==> config.mk <==
export PLATFORM = sky130hd
export DESIGN_NAME = vector_addsub_pipe
export DESIGN_NICKNAME = d
export VERILOG_FILES = /design/src/rtl/vector_addsub_pipe.sv
export SDC_FILE = /design/constraint.sdc
export NUM_CORES = 1
export LEC_CHECK = 0
export BUFFER_PORTS_ARGS = -buffer_cell sky130_fd_sc_hd__buf_2
export CAP_MARGIN = 20
export CORE_MARGIN = 2
export CORE_UTILIZATION = 59
export CTS_CLUSTER_SIZE = 14
export DETAILED_ROUTE_END_ITERATION = 12
export PLACE_DENSITY = 0.86
export SYNTH_ARGS = -nofsm -noshare
export SYNTH_HDL_FRONTEND = slang
export SYNTH_SLANG_ARGS = --single-unit
export TNS_END_PERCENT = 5
==> constraint.sdc <==
create_clock -name clk -period 7.79 [get_ports clk]
set_clock_uncertainty 0.15 [all_clocks]
set_input_delay 0.779 -clock clk [delete_from_list [all_inputs] [get_ports clk]]
set_output_delay 0.779 -clock clk [all_outputs]
set_load 0.1 [all_outputs]
==> src/rtl/vector_addsub_pipe.sv <==
// rtl/vector_addsub_pipe.sv - two-stage per-component signed vector add/subtract with saturation
module vector_addsub_pipe #(
  parameter int COMP_WIDTH = 19,
  parameter int NUM_COMP   = 3,
  parameter int SATURATE   = 1
) (
  input  logic                           clk,
  input  logic                           rst,
  input  logic                           in_valid,
  output logic                           in_ready,
  input  logic                           in_op,
  input  logic [NUM_COMP*COMP_WIDTH-1:0] in_vector_1,
  input  logic [NUM_COMP*COMP_WIDTH-1:0] in_vector_2,
  output logic                           out_valid,
  input  logic                           out_ready,
  output logic [NUM_COMP*COMP_WIDTH-1:0] out_vector,
  output logic [NUM_COMP-1:0]            out_ovf
);

  localparam int W  = COMP_WIDTH;
  localparam int RW = COMP_WIDTH + 1;
  localparam int VW = NUM_COMP * COMP_WIDTH;
  localparam logic [W-1:0] MAX_POS = {1'b0, {(W-1){1'b1}}};
  localparam logic [W-1:0] MIN_NEG = {1'b1, {(W-1){1'b0}}};

  logic                         s1_valid, s2_valid;
  logic                         s1_adv, s2_adv;
  logic [NUM_COMP-1:0][RW-1:0]  s1_raw, raw_next;
  logic [RW-1:0]                a_ext, b_ext;
  logic [RW-1:0]                r;
  logic [W-1:0]                 res;
  logic [VW-1:0]                res_next, res_q;
  logic [NUM_COMP-1:0]          ovf_next, ovf_q;

  assign s2_adv     = !s2_valid || out_ready;
  assign s1_adv     = !s1_valid || s2_adv;
  assign in_ready   = s1_adv;
  assign out_valid  = s2_valid;
  assign out_vector = res_q;
  assign out_ovf    = ovf_q;

  // Component i is x for i=0 and lives at the MSB end of the packed vector.
  always_comb begin
    raw_next = '0;
    a_ext    = '0;
    b_ext    = '0;
    for (int i = 0; i < NUM_COMP; i++) begin
      a_ext = {in_vector_1[(NUM_COMP-1-i)*W + W-1], in_vector_1[(NUM_COMP-1-i)*W +: W]};
      b_ext = {in_vector_2[(NUM_COMP-1-i)*W + W-1], in_vector_2[(NUM_COMP-1-i)*W +: W]};
      raw_next[i] = a_ext + (in_op ? ~b_ext : b_ext) + RW'(in_op);
    end
  end

  // Overflow shows up as disagreement between the extra sign bit and the result sign bit.
  always_comb begin
    res_next = '0;
    ovf_next = '0;
    r        = '0;
    res      = '0;
    for (int i = 0; i < NUM_COMP; i++) begin
      r   = s1_raw[i];
      res = r[W-1:0];
      if ((SATURATE != 0) && (r[W] != r[W-1]))
        res = r[W] ? MIN_NEG : MAX_POS;
      res_next[(NUM_COMP-1-i)*W +: W] = res;
      ovf_next[NUM_COMP-1-i]          = r[W] ^ r[W-1];
    end
  end

  always_ff @(posedge clk or posedge rst) begin
    if (rst) begin
      s1_valid <= 1'b0;
      s1_raw   <= '0;
      s2_valid <= 1'b0;
      res_q    <= '0;
      ovf_q    <= '0;
    end else begin
      if (s1_adv) begin
        s1_valid <= in_valid;
        if (in_valid)
          s1_raw <= raw_next;
      end
      if (s2_adv) begin
        s2_valid <= s1_valid;
        if (s1_valid) begin
          res_q <= res_next;
          ovf_q <= ovf_next;
        end
      end
    end
  end

endmodule

==> results of run 1 <==
final timing paths:
path,from,to,slack (ns),depth (start not counted)
worst max-delay path,in_op,s1_raw[35],4.18,11
worst min-delay path,rst,out_vector[52],0.29,2
worst max register to register,s1_valid,s1_raw[19],5.11,6
worst min register to register,out_vector[48],out_vector[48],0.32,2
max in group asynchronous,rst,out_vector[33],5.87,3
min in group clk,out_vector[48],out_vector[48],0.32,2
worst max-delay path, stage by stage:
cell	delay, ns
buf_4	0.68
xor2_1	0.15
ha_1	0.37
a21oi_1	0.24
o22ai_2	0.12
a41o_1	0.30
a31o_1	0.25
a221o_1	0.33
a31oi_2	0.22
xor2_1	0.18
o21ai_1	0.07
per-layer routing:
| metal | vias to the layer above | wire, um | GRT usage [%] |
|---|---|---|---|
| li1 | 3430 | - | - |
| met1 | 3268 | 8000 | 33.8 |
| met2 | 193 | 9110 | 45.4 |
| met3 | 34 | 806 | 3.93 |
| met4 | 0 | 490 | 10.9 |
| met5 | - | 0 | 0 |
cell type report:
class                           count  area share, %
Clock inverter                     11           1.50
Tap cell                          176           2.32
Timing Repair Buffer              183           9.89
Multi-Input combinational cell    697           48.1
Inverter                           22          0.897
Sequential cell                   122           32.2
Antenna cell                        1         0.0264
Clock buffer                       21           5.07
synthesized netlist by cell type (9+ instances only):
cell type  instances
dfrtp_1          122
xnor2_1           21
a21o_1            21
nor2b_1           12
nand2b_1          14
inv_1             21
a21oi_1           51
ha_1              60
o21ai_0          152
clkbuf_1          32
nor2_1            18
o21ai_1           29
nand2_1          143
buf_1              9
xor2_1            77
cells in the final DEF, fill, tap and decap left out, types with 5 or more instances in the layout:
cell type,count
a211o_1,6
a21o_1,21
a21oi_1,51
and3_1,5
buf_2,179
clkbuf_16,17
clkinvlp_4,5
dfrtp_1,122
ha_1,60
inv_1,20
nand2_1,141
nand2b_1,14
nand3_1,7
nand4_1,5
nor2_1,18
nor2b_1,12
nor3b_1,7
o21ai_0,152
o21ai_1,29
xnor2_1,21
xor2_1,77
metrics by stage:
stage | total power, mW | hold WS, ns | worst slack (ns) | instances | area, sq um
after floorplan | 2.63 | 0.293 | 3.62 | 885 | 7860
after global placement | 2.96 | 0.306 | 3.86 | 1199 | 8840
after detailed placement | 3.00 | 0.315 | 3.78 | 1199 | 8840
after CTS | 3.83 | 0.296 | 4.20 | 1231 | 9460
after global routing | 4.02 | 0.333 | 3.96 | 1232 | 9480
final | 3.83 | 0.289 | 4.18 | 1233 | 9490
cells by family (layout without fill, tap and decap cells):
logic type / Yosys count / after routing / synth area share (%)
simple gates: 220 / 220 / 12.4
mux: 6 / 6 / 0.828
flops: 122 / 122 / 38.9
buf+inv: 66 / 237 / 3.23
xor+xnor: 98 / 98 / 10.9
compound gates: 310 / 310 / 23.4
fa+ha+maj: 63 / 63 / 10.3
other cells: 0 / 1 / 0
power breakdown:
| part | internal, mW | switching [mW] |
|---|---|---|
| combinational | 0.406 | 1.61 |
| clock | 0.535 | 0.285 |
| sequential | 0.865 | 0.130 |
| total | 1.81 | 2.02 |
state kept, by name (all words and copies together), names as in the netlist:
name and cells:
out_valid 1, r 20, s1_raw 40, out_ovf 3, out_vector 57, s1_valid 1
==> impl_metrics.toml, run 1 <==
[global_routing]
grt_pass1_wl_um = 30700
grt_antenna_before_repair = 1
grt_pass1_vias = 6632
overflow = 0
grtUsageTotal_pct = 26.5
grt_max_degree = 121

[route]
drt-vias-per-instance = 5.62
drcViolationCount = 0
first_pass_iters = 5
drt_iter0_drc = 511
ant_nets = 0
via_count = 6925
drt-total-wl_um = 18400
post_drt_wl_per_cell_um = 14.9

[critical_path]
crit_fanout = 57
required_ns = 7.90
worstSetupStartpointType = "input pin"
cp-end-kind = "flop"
criticalPathCategory = "in2reg"
arrival_ns = 3.72

[timing]
setup_viol = 0
rsz0062_at_grt = "false"
fin_crit_sh_pct = 46.4
fmax_mhz = 277
relSlewSlack_pct = 39.2
finalHoldViolCount = 0
worstMarginPinSlew_ns = 0.913
finalSetupTns_ns = 0
slew_viol_final = 0
timing.final.crit_period_ns = 3.61

[status]
status = "finished, final reports clean"

[die]
die_w_um = 119
start_util_pct = 59.8
core_area_sq_um = 13100
dieArea_sq_um = 14300
fp.dieH_um = 119
io_pins = 181
std_cell_rows = 42

[clocking]
hold_buffers = 0
cts_buffers = 17
clockBufferDepth = 2
cts_max_level = 4
postCtsSetupBuffers = 0
insertion_delay_ns = 0.41
cts.repair.resized = 0
cts.sinks = 122
cts_root_buf = "clkbuf_16"
cts_tree = "yes"
clk_pin_slew_ns = 0.05

[power_and_ir_drop]
ir_drop_mv = 0.218
p_per_area_nw_per_um2 = 403
leakage_nw = 4.68

[layout]
area_growth_pct = 20.8
fillers = 1007
final_util_pct = 72.2
drive_above_1_share_pct = 22.1
final_nets = 1225
multi_input_area_sq_um = 4560
seq_area_sq_um = 3050

[logic_synthesis]
syn_area_sq_um = 7860
synth-seq-area-share_pct = 38.9
async_flop_share_pct = 100
yosysTopAreaCell = "dfrtp_1"
ys_ff_latch = 122
syn_inst = 885
yosys.cell_types.count = 58
syn_area_per_cell_sq_um = 8.88
synth_ff_type = "dfrtp_1"
synth_edf_count = 0
ys.warnings.count = 0
syn-num-nets = 1067
yosys.area.top_type_share_pct = 38.9
synthTopCellsByArea = "dfrtp_1, o21ai_0, ha_1"

[placed_design]
dp_hpwl_um = 13200
gp_congestion = 0.925
portBuffers = 180

[worst_hold_path]
hold_class = "in2async"

[flow_run]
max_cap_violations = 0
Power figures use the tool's default switching activity.
==> run 2: changes to the inputs <==
--- a/config.mk
+++ b/config.mk
@@ -5,13 +5,14 @@
 export SDC_FILE = /design/constraint.sdc
 export NUM_CORES = 1
 export LEC_CHECK = 0
+export ABC_AREA = 1
 export BUFFER_PORTS_ARGS = -buffer_cell sky130_fd_sc_hd__buf_2
 export CAP_MARGIN = 20
 export CORE_MARGIN = 2
-export CORE_UTILIZATION = 59
+export CORE_UTILIZATION = 56
 export CTS_CLUSTER_SIZE = 14
 export DETAILED_ROUTE_END_ITERATION = 12
-export PLACE_DENSITY = 0.86
+export PLACE_DENSITY = 0.81
 export SYNTH_ARGS = -nofsm -noshare
 export SYNTH_HDL_FRONTEND = slang
 export SYNTH_SLANG_ARGS = --single-unit
==> constraint.sdc (replaced) <==
create_clock -name clk -period 3.39 [get_ports clk]
set_clock_uncertainty 0.15 [all_clocks]
set_input_delay 0.339 -clock clk [delete_from_list [all_inputs] [get_ports clk]]
set_output_delay 0.339 -clock clk [all_outputs]
set_load 0.1 [all_outputs]
==> impl_metrics.toml, run 2 <==
[status]
status = "finished, final reports clean"

[die]
fp.dieH_um = 129
dieArea_sq_um = 16700
std_cell_rows = 45
die_w_um = 129
start_util_pct = 57.5
io_pins = 181
core_area_sq_um = 15300

[route]
drcViolationCount = 0
post_drt_wl_per_cell_um = 14.4
ant_nets = 0
drt-total-wl_um = 23900
drt_iter0_drc = 857
via_count = 8733
drt-vias-per-instance = 5.27
first_pass_iters = 6

[layout]
largest_reg_flops = 57
final_common_cell = "nand2_1"
final_area_sq_um = 10600
drive_above_1_share_pct = 16.5
instances_no_fill = 1657
mostFrequentLayoutCells = "nand2_1, buf_2, inv_1"
area_growth_pct = 20.3
final_util_pct = 69.2
diodes = 0
final_nets = 1615

[placed_design]
portBuffers = 180
place_ws_ns = 0.431
gp_congestion = 0.996
placed_cell_area_sq_um = 9910
dp_hpwl_um = 18300
placed_cells = 1624

[logic_synthesis]
yosys.area.top_type_share_pct = 34.8
yosysTopAreaCell = "dfrtp_1"
syn_area_per_cell_sq_um = 6.98
synth-seq-area-share_pct = 34.8
yosys.cell_types.count = 33
ys_ff_latch = 122
syn-num-nets = 1439
synthTopCellsByArea = "dfrtp_1, nand2_1, ha_1"
synth.most_common_cell = "nand2_1"
async_flop_share_pct = 100
synth_common_cells = "nand2_1, inv_1, dfrtp_1"
syn_area_sq_um = 8780
ys.warnings.count = 0
syn_inst = 1257
synth_edf_count = 0
synth_ff_type = "dfrtp_1"

[timing]
timing.final.crit_period_ns = 2.57
relSlewSlack_pct = 38.5
rsz0062_at_grt = "false"
fmax_mhz = 389
finalSetupTns_ns = 0
fin_crit_sh_pct = 75.8
worst_slack_ns = 0.821
worstMarginPinSlew_ns = 0.922
slew_viol_final = 0
setup_viol = 0
finalHoldViolCount = 0

[power_and_ir_drop]
leakage_nw = 5.77
ir_drop_mv = 0.762
p_per_area_nw_per_um2 = 878

[flow_run]
max_cap_violations = 0

[critical_path]
criticalPathCategory = "in2reg"
crit_fanout = 16
required_ns = 3.50
slowest_stage = "buf_2"
crit_path_frequent_cell = "o21ai_0"
cp_cell_sequence = "buf_2, buf_4, xor2_1, ha_1, nand2_1, inv_1, a21oi_1, nand3_1, o21ai_0, o21ai_0"
arrival_ns = 2.67
slowest_delay_ns = 0.41
worstSetupStartpointType = "input pin"
cp-end-kind = "flop"

[clocking]
hold_buffers = 1
clk_pin_slew_ns = 0.06
clockBufferDepth = 2
cts_tree = "yes"
cts_buffers = 17
cts.repair.resized = 0
postCtsSetupBuffers = 0
cts.sinks = 122
insertion_delay_ns = 0.41
cts_max_level = 4
cts_root_buf = "clkbuf_16"

[global_routing]
overflow = 0
grtUsageTotal_pct = 29.0
grt_pass1_vias = 7712
grt_max_degree = 72
grt_pass1_wl_um = 38400
grt_antenna_before_repair = 0

[worst_hold_path]
hold_class = "in2reg"
[run 2: cell count changes after synthesis, moves of 21 or more]
cell and delta:
nand2_1 +275, inv_1 +125, o21ai_0 -79, nand3_1 +69
nor2_1 +69, a21oi_1 +35, xor2_1 -23, a21o_1 -21
[run 2: power by group]
part | switching (mW) | internal, mW | total [mW] | leakage, nW
registers | 0.312 | 1.99 | 2.30 | 1.49
clock network | 0.665 | 1.26 | 1.92 | 0.304
logic | 4.04 | 1.01 | 5.05 | 3.98
total | 5.02 | 4.25 | 9.27 | 5.77
[run 2: metrics by stage]
step	power [mW]	hold slack [ns]
after detailed placement	7.31	0.319
after CTS	9.26	0.0665
after global placement	7.24	0.312
after floorplan	6.31	0.299
final	9.27	0.0712
after global routing	9.75	0.0842
[run 2: worst max-delay path: cells and delay by family]
family                   cells  cell delay (ns)
buffers and inverters        3             0.73
XOR/XNOR                     1             0.15
AND/OR/NAND/NOR              2             0.38
AO/OA/AOI/OAI                3             0.74
adder cells (fa/ha/maj)      1             0.31
[run 2: layout make-up]
| cell class | instances | area, sq um |
|---|---|---|
| flip-flops and latches | 122 | 3050 |
| multi-input cells | 952 | 5010 |
| clock buffers | 19 | 443 |
| inverters | 148 | 559 |
| clock inverters | 13 | 193 |
| repair buffers | 192 | 1030 |
| well taps | 211 | 264 |
| fillers | 1320 | 4700 |
[run 2: logic make-up after synthesis]
family / Yosys count / synth area share [%]
adder cells (fa/ha/maj): 63 / 9.23
AND/OR/NAND/NOR: 619 / 28.8
buffers and inverters: 183 / 8.17
AO/OA/AOI/OAI: 203 / 12.3
flip-flops: 122 / 34.8
XOR/XNOR: 67 / 6.68
[run 2: per-layer routing]
metal | vias up | wire (um) | global-route usage, %
met5 | - | 0 | 0
met4 | 0 | 339 | 6.65
met3 | 26 | 1860 | 3.67
met2 | 372 | 9750 | 41.3
met1 | 3957 | 11900 | 46.6
li1 | 4378 | - | -
[run 2: worst paths after layout]
kind / cells after the start / end / slack (ns) / start
worst max register to register: 4 / out_vector[13] / 1.30 / r[19]
worst max-delay path: 10 / s1_raw[9] / 0.82 / in_op
max in group asynchronous: 4 / r[18] / 1.88 / rst
min in group asynchronous: 3 / out_vector[51] / 0.43 / rst
worst min register to register: 2 / out_vector[42] / 0.33 / out_vector[42]
worst min-delay path: 4 / out_valid / 0.07 / out_ready
